--- src/rtl/ternary_fetch_unit.sv ---
// Fetch/issue stage for the ternary core: one outstanding imem request, prefetch FIFO, registered issue.
// Optional build macro TFETCH_TRIT_CHECK_EN rejects malformed words at pop and pulses fault.
module ternary_fetch_unit #(
  parameter int ADDR_WIDTH   = 12,
  parameter int DATA_WIDTH   = 18,
  parameter int OPCODE_WIDTH = 8,
  parameter int INSTR_WIDTH  = OPCODE_WIDTH + 12 + DATA_WIDTH,
  parameter int FIFO_DEPTH   = 4,
  parameter logic [ADDR_WIDTH-1:0] RESET_PC = '0
) (
  input  logic                          clk,
  input  logic                          rst_n,
  input  logic                          enable,
  input  logic                          stall,
  input  logic                          redirect_valid,
  input  logic [ADDR_WIDTH-1:0]         redirect_pc,
  output logic                          imem_req,
  output logic [ADDR_WIDTH-1:0]         imem_addr,
  input  logic                          imem_ack,
  input  logic [INSTR_WIDTH-1:0]        imem_rdata,
  output logic [OPCODE_WIDTH-1:0]       opcode,
  output logic [3:0]                    rd,
  output logic [3:0]                    rs1,
  output logic [3:0]                    rs2,
  output logic [DATA_WIDTH-1:0]         imm,
  output logic                          issue_valid,
  output logic [ADDR_WIDTH-1:0]         issue_pc,
  output logic [$clog2(FIFO_DEPTH):0]   fifo_level,
  output logic                          fault
);

  localparam int PTR_W = $clog2(FIFO_DEPTH);
  localparam int LVL_W = PTR_W + 1;
  localparam logic [LVL_W-1:0] DEPTH_L = LVL_W'(FIFO_DEPTH);

  typedef enum logic [1:0] {S_IDLE, S_FETCH, S_DISCARD} state_e;

  typedef struct packed {
    logic [OPCODE_WIDTH-1:0] opcode;
    logic [3:0]              rd;
    logic [3:0]              rs1;
    logic [3:0]              rs2;
    logic [DATA_WIDTH-1:0]   imm;
  } instr_t;

  state_e                 state_q, state_d;
  logic [ADDR_WIDTH-1:0]  fetch_pc_q, fetch_pc_d;
  logic [ADDR_WIDTH-1:0]  req_addr_q, req_addr_d;
  logic [INSTR_WIDTH-1:0] fifo_data_q [FIFO_DEPTH];
  logic [ADDR_WIDTH-1:0]  fifo_pc_q   [FIFO_DEPTH];
  logic [PTR_W-1:0]       wr_ptr_q, rd_ptr_q;
  logic [LVL_W-1:0]       level_q;
  logic                   push, pop, head_bad;
  instr_t                 head;
  instr_t                 out_q, out_d;
  logic                   valid_q, valid_d;
  logic [ADDR_WIDTH-1:0]  issue_pc_q, issue_pc_d;
  logic                   fault_q, fault_d;

  // A stale request (redirected while unacked) must still complete, so only FETCH pushes.
  assign push = (state_q == S_FETCH) && imem_ack && !redirect_valid;
  assign pop  = !redirect_valid && !stall && enable && (level_q != '0);
  assign head = instr_t'(fifo_data_q[rd_ptr_q]);

  always_comb begin
    // NOTE: every signal written here gets a default first, so no path can infer a latch.
    state_d    = state_q;
    fetch_pc_d = fetch_pc_q;
    if (redirect_valid) fetch_pc_d = redirect_pc;
    unique case (state_q)
      S_IDLE: begin
        if (enable && (redirect_valid || level_q < DEPTH_L)) state_d = S_FETCH;
      end
      S_FETCH: begin
        if (redirect_valid) begin
          if (!imem_ack)    state_d = S_DISCARD;
          else if (!enable) state_d = S_IDLE;
        end else if (imem_ack) begin
          fetch_pc_d = fetch_pc_q + ADDR_WIDTH'(1);
          if (!(enable && ((level_q + LVL_W'(1)) < DEPTH_L))) state_d = S_IDLE;
        end
      end
      S_DISCARD: begin
        if (imem_ack) state_d = enable ? S_FETCH : S_IDLE;
      end
      default: state_d = S_IDLE;
    endcase
    // The request address only moves when a fresh request starts; DISCARD keeps the stale one.
    req_addr_d = (state_d == S_FETCH) ? fetch_pc_d : req_addr_q;
  end

`ifdef TFETCH_TRIT_CHECK_EN
  always_comb begin
    head_bad = (head.opcode > OPCODE_WIDTH'(8'h0A)) ||
               ((head.rd >= 4'd9) && (head.opcode != '0));
    for (int t = 0; t < DATA_WIDTH / 2; t++) begin
      if (head.imm[2*t +: 2] == 2'b11) head_bad = 1'b1;
    end
  end
`else
  assign head_bad = 1'b0;
`endif

  always_comb begin
    out_d      = out_q;
    valid_d    = valid_q;
    issue_pc_d = issue_pc_q;
    fault_d    = 1'b0;
    if (redirect_valid) begin
      out_d   = '0;
      valid_d = 1'b0;
    end else if (!stall) begin
      if (pop && !head_bad) begin
        out_d      = head;
        valid_d    = 1'b1;
        issue_pc_d = fifo_pc_q[rd_ptr_q];
      end else begin
        out_d   = '0;
        valid_d = 1'b0;
        fault_d = pop && head_bad;
      end
    end
  end

  always_ff @(posedge clk or negedge rst_n) begin
    if (!rst_n) begin
      state_q    <= S_IDLE;
      fetch_pc_q <= RESET_PC;
      req_addr_q <= '0;
      wr_ptr_q   <= '0;
      rd_ptr_q   <= '0;
      level_q    <= '0;
      out_q      <= '0;
      valid_q    <= 1'b0;
      issue_pc_q <= '0;
      fault_q    <= 1'b0;
    end else begin
      // NOTE: sequential state uses non-blocking assignments so every register sees pre-edge values.
      state_q    <= state_d;
      fetch_pc_q <= fetch_pc_d;
      req_addr_q <= req_addr_d;
      out_q      <= out_d;
      valid_q    <= valid_d;
      issue_pc_q <= issue_pc_d;
      fault_q    <= fault_d;
      if (redirect_valid) begin
        wr_ptr_q <= '0;
        rd_ptr_q <= '0;
        level_q  <= '0;
      end else begin
        if (push) wr_ptr_q <= wr_ptr_q + PTR_W'(1);
        if (pop)  rd_ptr_q <= rd_ptr_q + PTR_W'(1);
        level_q <= level_q + LVL_W'(push) - LVL_W'(pop);
      end
    end
  end

  // NOTE: FIFO storage has no reset; level and pointers decide validity, so stale contents are harmless.
  always_ff @(posedge clk) begin
    if (push) begin
      fifo_data_q[wr_ptr_q] <= imem_rdata;
      fifo_pc_q[wr_ptr_q]   <= req_addr_q;
    end
  end

  assign imem_req    = (state_q != S_IDLE);
  assign imem_addr   = req_addr_q;
  assign opcode      = out_q.opcode;
  assign rd          = out_q.rd;
  assign rs1         = out_q.rs1;
  assign rs2         = out_q.rs2;
  assign imm         = out_q.imm;
  assign issue_valid = valid_q;
  assign issue_pc    = issue_pc_q;
  assign fifo_level  = level_q;
  assign fault       = fault_q;

endmodule

--- config.mk ---
export PLATFORM = sky130hd
export DESIGN_NAME = ternary_fetch_unit
export DESIGN_NICKNAME = d
export VERILOG_FILES = /design/src/rtl/ternary_fetch_unit.sv
export SDC_FILE = /design/constraint.sdc
export NUM_CORES = 1
export LEC_CHECK = 0
export ABC_AREA = 1
export BUFFER_PORTS_ARGS = -buffer_cell sky130_fd_sc_hd__buf_4
export CORE_MARGIN = 8
export CORE_UTILIZATION = 50
export CTS_CLUSTER_DIAMETER = 150
export DETAILED_ROUTE_END_ITERATION = 12
export MAX_ROUTING_LAYER = met4
export PLACE_DENSITY = 0.7
export SYNTH_ARGS = -nofsm -noshare
export SYNTH_HDL_FRONTEND = slang
export SYNTH_SLANG_ARGS = --single-unit
--- constraint.sdc ---
create_clock -name clk -period 4.1 [get_ports clk]
set_clock_uncertainty 0.15 [all_clocks]
set_input_delay 0.82 -clock clk [delete_from_list [all_inputs] [get_ports clk]]
set_output_delay 0.82 -clock clk [all_outputs]
set_load 0.05 [all_outputs]
## After elaboration in Yosys (flattened, before gate mapping)

Memory sizes are Yosys's and may differ from the RTL's. A register that Yosys moved wholly into a read port is not among the register bits.
Index checks and enable logic that the tools add are counted.
Widths: inputs -> output; s select.

- Bits in registers: 72
- RAM bits: 200
- Input port bits: 56
- Logic and storage cells: 71
- Memories kept: 2

Memory list:

| name | words | width | rd ports | clocked after Yosys merged registers in | wr ports | RTL line | text |
|---|---|---|---|---|---|---|---|
| fifo_data_q | 4 | 38 | 1 | 0 | 1 | 49 | `logic [INSTR_WIDTH-1:0] fifo_data_q [FIFO_DEPTH];` |
| fifo_pc_q | 4 | 12 | 1 | 1 | 1 | 50 | `logic [ADDR_WIDTH-1:0] fifo_pc_q [FIFO_DEPTH];` |

- $add $sub $neg: 6
- Magnitude comparators: 2
- Equal/unequal tests: 4
- Muxes and demuxes: 26
- Bitwise operators: 2
- Reduce and logical (&&, ||, !) cells: 17

Operators with widths:

| operator | number |
|---|---|
| $mux 38 | 3 |
| $mux 12 | 4 |
| $mux 2 | 11 |
| $add 12x1->12 const B | 1 |
| $logic_and 1x1->1 | 7 |
| $lt 3x3->1 const B | 2 |
| $mux 1 | 6 |
| $pmux 2 s3 | 1 |
| $reduce_bool 2->1 | 3 |
| $add 2x1->2 const B | 2 |
| $eq 2x1->1 const B | 2 |
| $add 3x1->3 | 1 |
| $add 3x1->3 const B | 1 |
| $logic_not 1->1 | 3 |
| $mux 3 | 1 |
| $reduce_and 3->1 | 1 |
| $reduce_bool 3->1 | 1 |
| $sub 3x1->3 | 1 |
| $eq 2x2->1 const B | 1 |
| $logic_not 2->1 | 1 |
| $ne 2x1->1 const B | 1 |
| $not 1->1 | 2 |
| $logic_or 1x1->1 | 1 |

## Depth between registers and ports, before layout

Gate-level depths: netlist of run 1.

- Word-level depth: 8
- Depth in mapped cells: 12

## Worst setup path after synthesis of run 1

OpenSTA, ideal clock, no wires.

- Kind: input-to-reg
- Start point: in redirect_valid
- End point: mem fifo_data_q[0][0] (netlist bit), enable pin
- Library setup time: 458 ps
- Arrival: 3385 ps
- Data required time: 3492 ps
- Slack: 107 ps
- Cell stages on the path: 6
- Buffers on the path: 1
- Cells stage by stage: buf_4 inv_4 nand2_2 inv_1 nand2_2 nor2_1

- Word-level cells in the longest chain between the ends: 4

Ends and longest elaborated chain:

| item | RTL line | text |
|---|---|---|
| start, declared | 15 | `input logic redirect_valid,` |
| $logic_not 1->1 | 61 | `assign push = (state_q == S_FETCH) && imem_ack && !redirect_valid;` |
| $logic_and 1x1->1 | 61 |  |
| $mux 1 | 160 | `if (push) begin` |
| $mux 1 (implied by the code) | 161 | `fifo_data_q[wr_ptr_q] <= imem_rdata;` |
| end, declared | 49 |  |

No other way between the ends.

## Worst setup path in the final report of run 1

- Start point: reg level_q[1], in the netlist fifo_level[1]
- End point: reg level_q[2], in the netlist fifo_level[2]

- Word-level cells in the longest chain between the ends: 4

Ends and longest elaborated chain:

| item | RTL line | text |
|---|---|---|
| start, declared | 52 | `logic [LVL_W-1:0] level_q;` |
| start signal, assigned | 153 | `level_q <= level_q + LVL_W'(push) - LVL_W'(pop);` |
| branches (longest 2 deep; another with $add 3x1->3) | n/a |  |
| $sub 3x1->3 (*) | 153 |  |
| $mux 3 (*) | 146 | `if (redirect_valid) begin` |

Every way passes the cells marked *.
A chain may end at the register's enable or synchronous reset.

==> results of run 1 <==
worst max-delay path: stages (launching register included):
cell                      delay, ns
sky130_fd_sc_hd__dfrtp_1       0.45
sky130_fd_sc_hd__or2_1         0.31
sky130_fd_sc_hd__o21ai_4       0.45
sky130_fd_sc_hd__inv_2         0.07
sky130_fd_sc_hd__ha_1          0.30
sky130_fd_sc_hd__inv_1         0.05
sky130_fd_sc_hd__ha_1          0.13
sky130_fd_sc_hd__inv_1         0.05
sky130_fd_sc_hd__fa_1          0.37
sky130_fd_sc_hd__and3_1        0.18
sky130_fd_sc_hd__nor3_1        0.13
per-layer routing:
layer | track usage | part of all wire | up-vias
met4 | 0.0403 | 0.015 | 0
met5 | - | 0 | -
met2 | 0.298 | 0.48 | 202
met1 | 0.233 | 0.45 | 3611
met3 | 0.0264 | 0.053 | 29
li1 | - | - | 3583
where the power goes:
group          leakage (nW)  internal [W]  switching (W)  total (W)
Combinational          2.17      0.000478        0.00119    0.00167
Sequential             2.91       0.00341       0.000243    0.00366
Clock                 0.487       0.00170        0.00102    0.00272
Total                  5.56       0.00559        0.00245    0.00804
cell families (layout without fill, tap and decap cells):
kind of cell             Yosys count  count (layout)  synth area share
buffers and inverters             93             227            0.0349
flip-flops                       284             284             0.718
AO/OA/AOI/OAI                    173             173            0.0845
other                              1               1          0.000332
AND/OR/NAND/NOR                  404             404             0.151
XOR/XNOR                           2               2           0.00155
adder cells (fa/ha/maj)            8               8           0.00953
through the flow:
stage / hold slack [ns] / worst slack (ns)
final: 0.257 / 1.40
after CTS: 0.281 / 1.37
after global routing: 0.310 / 1.22
after detailed placement: 0.327 / 1.12
after global placement: 0.326 / 1.16
after floorplan: 0.357 / 0.107
cells in the mapped netlist:
master	count
sky130_fd_sc_hd__nor2_4	1
sky130_fd_sc_hd__nand4_1	3
sky130_fd_sc_hd__and3_1	1
sky130_fd_sc_hd__nor3_2	1
sky130_fd_sc_hd__o22ai_1	54
sky130_fd_sc_hd__o21ai_0	108
sky130_fd_sc_hd__nand2_1	181
sky130_fd_sc_hd__o21ai_1	1
sky130_fd_sc_hd__nand3_1	67
sky130_fd_sc_hd__nand2_2	16
sky130_fd_sc_hd__o21ai_2	1
sky130_fd_sc_hd__conb_1	1
sky130_fd_sc_hd__inv_2	9
sky130_fd_sc_hd__dfrtp_1	84
sky130_fd_sc_hd__o21a_1	2
sky130_fd_sc_hd__clkbuf_1	32
sky130_fd_sc_hd__xor2_1	2
sky130_fd_sc_hd__nor2_2	2
sky130_fd_sc_hd__o21ai_4	1
sky130_fd_sc_hd__buf_2	16
sky130_fd_sc_hd__edfxtp_1	200
sky130_fd_sc_hd__inv_4	1
sky130_fd_sc_hd__or2_2	4
sky130_fd_sc_hd__buf_4	3
sky130_fd_sc_hd__inv_1	28
sky130_fd_sc_hd__nor2_1	121
sky130_fd_sc_hd__nand2_4	2
sky130_fd_sc_hd__or2_1	3
sky130_fd_sc_hd__nor3_1	2
sky130_fd_sc_hd__buf_8	1
sky130_fd_sc_hd__ha_1	7
sky130_fd_sc_hd__fa_1	1
sky130_fd_sc_hd__clkinv_1	3
sky130_fd_sc_hd__a21oi_1	6
worst paths after layout:
path	startpoint	to	cells past startpoint
setup / recovery	fifo_level[1]	fifo_level[2]	10
hold / removal	rst_n	rs2[1]	1
setup reg to reg	fifo_level[1]	fifo_level[2]	10
hold reg to reg	issue_pc[9]	issue_pc[9]	2
max in group asynchronous	rst_n	issue_pc[6]	2
min in group clk	issue_pc[9]	issue_pc[9]	2
sequential cells by signal (all words and copies together) (netlist names), 8 cells and up:
| signal | flops |
|---|---|
| issue_pc | 12 |
| fifo_pc_q | 48 |
| imm | 18 |
| fetch_pc_q | 12 |
| fifo_data_q | 152 |
| imem_addr | 12 |
| opcode | 8 |
placed cells by master (no fill, tap or decap), drive strengths merged:
| cell | netlist | final |
|---|---|---|
| xor2 | 2 | 2 |
| clkinvlp | 0 | 1 |
| nand3 | 67 | 67 |
| inv | 38 | 37 |
| buf | 20 | 134 |
| ha | 7 | 7 |
| o21ai | 111 | 111 |
| o21a | 2 | 2 |
| and3 | 1 | 1 |
| dfrtp | 84 | 84 |
| nand4 | 3 | 3 |
| nor3 | 3 | 3 |
| conb | 1 | 1 |
| o22ai | 54 | 54 |
| edfxtp | 200 | 200 |
| clkinv | 3 | 9 |
| bufinv | 0 | 5 |
| nand2 | 199 | 199 |
| a21oi | 6 | 6 |
| clkbuf | 32 | 41 |
| or2 | 7 | 7 |
| nor2 | 124 | 124 |
| fa | 1 | 1 |
area by class of cell:
cell class                 count  share of cell area
sequential                   284               0.601
multi-input combinational    588               0.209
timing repair buffer         134              0.0782
clock buffer                  41              0.0608
tap                          285              0.0264
clock inverter                11              0.0133
inverter                      41              0.0117
==> reports/results.md, run 1 <==
| Result | This run |
| --- | --- |
| TritonRoute pass-1 iters | 4 |
| Share of post-route cells with drive strength above 1 | 0.202 |
| Post-route cell area | 13500 um^2 |
| Top-area cell type share of the netlist area | 0.532 |
| Count of final hold-check violations | 0 |
| Setup Total Neg Slack | 0 ns |
| Deepest clock path buffer count | 3 |
| Count of pins over their slew limit | 0 |
| Width of the chip | 166 um |
| Share of the yosys chip area belonging to registers | 0.718 |
| Antenna viol nets, final | 0 |
| # DRC | 0 |
| Final number of setup-violating endpoints | 0 |
| Number of different library cells in the post-synthesis netlist | 34 |
| Total of flip-flops plus latches after synthesis | 284 |
| Clock H-tree levels | 1 |
| Antenna violations before repair | 0 |
| Synthesized instance count | 965 |
| Quantity of I/O buffers inserted on ports | 122 |
| Total wirelength of the detailed-routed design | 24.4 mm |
| Initial DRC Count | 508 |
| Number of buffers created by CTS | 28 |
| Worst vdd rail ir drop | 0.427 mV |
| Top cells by area, synth | sky130_fd_sc_hd__edfxtp_1 53%, sky130_fd_sc_hd__dfrtp_1 19%, sky130_fd_sc_hd__nand2_1 6.0% |
| Number of buffers inserted by post-CTS setup repair | 0 |
| Via count of the routed design | 7425 |
| Non-Filler Instances | 1384 |
| Global-route total usage across every layer | 0.180 |
| Cell area after synthesis | 11300 um^2 |
| Number of hold buffers added after CTS | 0 |
| FILL cells | 1759 |
| Number of nets in the layout | 1141 |
| Site Rows | 55 |
| Critical Setup Path Class | register to register |
| Number of nets in the synthesized netlist | 1029 |
| Power after layout | 0.00804 W |
| Outcome | completed |
| Path type of the worst min-delay path | input port to asynchronous set/reset pin |
| Fmax | 370 MHz |
| DPL Wire Length | 14.3 mm |
| Standby leakage power | 5.56 nW |
| Vias in the first global route | 7451 |
| Cell taking the most area after synthesis | sky130_fd_sc_hd__edfxtp_1 |
| Fin util | 0.602 |
| TritonCTS clock tree | yes |
| Kind of start point of the critical path | register |
| Std-Cell Core Area | 22400 um^2 |
| Top Ports | 124 |
| Number of warnings printed during yosys synthesis | 0 |
| Drt wl/cell | 17.6 um |
| CTS resizes | 0 |
| Die outline height | 166 um |
| Unrepaired setup endpoints after global routing | no |
| Maximum number of pins on one net before global-route repair | 101 |
| Max-cap violations | 0 |
| Required time worst endpoint | 4.39 ns |
| Internal reg-to-reg setup slack | 1.40 ns |
| Multi-input gate area in the final layout | 2820 um^2 |
| Final worst-path cycle share | 0.659 |
| Maximum fanout along the worst path | 18 |
| Worst-Skew Late Latency | 0.53 ns |
| Clk pin slew, worst setup/hold paths | 0.06 ns |
| Transition time at the pin with the least slew margin | 0.979 ns |
| Element type at the critical path end | register |
| Initial Util | 0.503 |
| Flip-flop and latch area | 8110 um^2 |
| Cell Area, Placed | 12500 um^2 |
| DR vias/cell | 5.36 |
| Cell total after placement | 1332 |
| Arr. time, crit path | 3.00 ns |
| Power density cells | 595 nW/um^2 |
| Root cell of the clock tree | sky130_fd_sc_hd__clkbuf_16 |
| Synthesis-to-finish area growth | 19.6% |
| First-pass GRT wire length | 39.6 mm |
| Floorplan die area | 27600 um^2 |
| Final worst path period need | 2.70 ns |
| Mean area per synthesized cell | 11.7 um^2 |
| Slew headroom | 0.347 |
| Number of antenna diodes | 0 |
| RePlAce Congestion | 0.939 |
| Clk sink count | 284 |
| Global route total overflow | 0 |
Note: power is estimated with default switching activity, not from simulation.
==> run 2: changes to the inputs <==
==> constraint.sdc (replaced) <==
create_clock -name clk -period 2.5 [get_ports clk]
set_clock_uncertainty 0.15 [all_clocks]
set_input_delay 0.5 -clock clk [delete_from_list [all_inputs] [get_ports clk]]
set_output_delay 0.5 -clock clk [all_outputs]
set_load 0.05 [all_outputs]
==> run 2 against run 1 <==
  * Via count rose by 0.54%
  * Sequential share of layout area fell by 0.79 points
  * Utilization rose by 0.83 points
  * Clock power rose by 58%
  * Hold slack got worse by 0.24 ns
  * Global-route usage rose by 0.67 points
  * Largest power group unchanged
==> reports/results.md, run 2 (synthesis results as in run 1) <==
| Result | This run | Change |
| --- | --- | --- |
| Outcome | completed |  |
| Fmax | 439 MHz | +19% |
| Width of the chip | 166 um | unchanged |
| Count of pins over their slew limit | 0 | unchanged |
| Share of post-route cells with drive strength above 1 | 0.216 | +0.0143 |
| Standby leakage power | 5.65 nW | +1.5% |
| Path type of the worst min-delay path | input port to register |  |
| # DRC | 0 | unchanged |
| Initial Util | 0.503 | unchanged |
| Antenna violations before repair | 0 | unchanged |
| Maximum fanout along the worst path | 6 | -12 |
| Commonest cells after routing, fill and taps aside | 200 x sky130_fd_sc_hd__edfxtp_1, 181 x sky130_fd_sc_hd__nand2_1, 139 x sky130_fd_sc_hd__buf_4 |  |
| TritonCTS clock tree | yes |  |
| TritonRoute pass-1 iters | 5 | +1 |
| Worst vdd rail ir drop | 0.497 mV | +16% |
| Deepest clock path buffer count | 3 | unchanged |
| Power density cells | 954 nW/um^2 | +60% |
| Element type at the critical path end | register |  |
| Initial DRC Count | 468 | -7.9% |
| Transition time at the pin with the least slew margin | 0.624 ns | -0.355 ns |
| Hold path startpoint | imem_rdata[19] |  |
| Antenna viol nets, final | 0 | unchanged |
| Max-cap violations | 0 | unchanged |
| Via count of the routed design | 7465 | +0.54% |
| Reg2Reg Launch Point | fifo_level[1] |  |
| Maximum number of pins on one net before global-route repair | 73 | -28% |
| Slew headroom | 0.584 | +0.237 |
| Root cell of the clock tree | sky130_fd_sc_hd__clkbuf_16 |  |
| Final hold slack | 0.0162 ns | -0.241 ns |
| Vias in the first global route | 7586 | +1.8% |
| Min-Delay Path Depth | 1 |  |
| Power after layout | 0.0131 W | +62% |
| Final worst path period need | 2.28 ns | -0.423 ns |
| Kind of start point of the critical path | register |  |
| DR vias/cell | 5.32 | -0.89% |
| Arr. time, crit path | 2.58 ns | -0.42 ns |
| Unrepaired setup endpoints after global routing | no |  |
| Cells on worst reg2reg path | 10 | unchanged |
| DPL Wire Length | 15.3 mm | +6.4% |
| Clk pin slew, worst setup/hold paths | 0.06 ns | about the same |
| Top reg by flops | fifo_data_q |  |
| Quantity of I/O buffers inserted on ports | 122 | unchanged |
| Count of final hold-check violations | 0 | unchanged |
| Std-Cell Core Area | 22400 um^2 | unchanged |
| First-pass GRT wire length | 40.6 mm | +2.4% |
| Drt wl/cell | 18.0 um | +1.8% |
| Top Ports | 124 | unchanged |
| Floorplan die area | 27600 um^2 | unchanged |
| Number of buffers created by CTS | 28 | unchanged |
| Synthesis-to-finish area growth | 21.2% |  |
| Global route total overflow | 0 | unchanged |
| Critical Setup Path Class | register to register |  |
| Global-route total usage across every layer | 0.187 | +0.00669 |
| RePlAce Congestion | 0.937 | -0.15% |
| Site Rows | 55 | unchanged |
| Cell total after placement | 1344 | +0.90% |
| Largest register FFs | 152 | unchanged |
| Post-route cell area | 13700 um^2 | +1.4% |
| Commonest non-fill, non-tap cell in the layout | sky130_fd_sc_hd__edfxtp_1 |  |
| Clock H-tree levels | 1 | unchanged |
| Clk sink count | 284 | unchanged |
| Required time worst endpoint | 2.80 ns | -1.59 ns |
| Number of antenna diodes | 0 | unchanged |
| Non-Filler Instances | 1404 | +1.4% |
| Cell Area, Placed | 12600 um^2 | +1.1% |
| CTS resizes | 0 | unchanged |
| Setup crit start | fifo_level[1] |  |
| Number of nets in the layout | 1161 | +1.8% |
| Total wirelength of the detailed-routed design | 25.2 mm | +3.3% |
| Die outline height | 166 um | unchanged |
| Final worst-path cycle share | 0.912 | +0.253 |
| Final number of setup-violating endpoints | 0 | unchanged |
| Internal reg-to-reg setup slack | 0.22 ns | -1.18 ns |
| Worst-Skew Late Latency | 0.53 ns | about the same |
run 2: where the power goes:
part / internal [W] / switching, W / total (W)
Combinational: 0.000823 / 0.00194 / 0.00276
Sequential: 0.00560 / 0.000416 / 0.00601
Clock: 0.00255 / 0.00174 / 0.00429
run 2: worst paths after layout:
kind | endpoint
setup / recovery | fifo_level[2]
hold / removal | fifo_data_q[3][19]
setup reg to reg | fifo_level[2]
hold reg to reg | issue_pc[7]
max in group asynchronous | opcode[2]
min in group asynchronous | imm[15]
run 2: critical path, stage by stage (launching register included):
cell and delay [ns]:
sky130_fd_sc_hd__dfrtp_2 0.45, sky130_fd_sc_hd__or2_4 0.26, sky130_fd_sc_hd__o21ai_4 0.15, sky130_fd_sc_hd__inv_2 0.05, sky130_fd_sc_hd__ha_1 0.28, sky130_fd_sc_hd__inv_1 0.06
sky130_fd_sc_hd__ha_1 0.13, sky130_fd_sc_hd__inv_1 0.05, sky130_fd_sc_hd__fa_2 0.33, sky130_fd_sc_hd__and3_1 0.17, sky130_fd_sc_hd__nor3_1 0.12
run 2: metrics by stage:
stage | setup WS [ns] | util | TNS (ns)
floorplan | -0.359 | - | -71.84
global placement | 0.169 | 0.563 | 0
detailed placement | 0.150 | 0.563 | 0
finish | 0.220 | 0.610 | 0
global route | 0.113 | 0.610 | 0
CTS | 0.212 | 0.610 | 0
run 2: routing by layer:
| layer | wire, um | up-vias | track usage |
|---|---|---|---|
| met4 | 272 | 0 | 0.0360 |
| met3 | 1550 | 25 | 0.0330 |
| li1 | - | 3635 | - |
| met2 | 12400 | 226 | 0.318 |
| met1 | 11000 | 3579 | 0.233 |
| met5 | 0 | - | - |
run 2: timing repair:
item	4_1_cts	5_1_grt
hold buffers	8	0
hold endpoints to repair	54	0
buffers inserted	0	0
run 2: final cells by class:
type                       count  area [um^2]
timing repair buffer         154         1260
multi-input combinational    588         2820
inverter                      41          158
clock inverter                15          141
sequential                   284         8120
fill                        1773         8750
tap                          285          357
clock buffer                  37          830
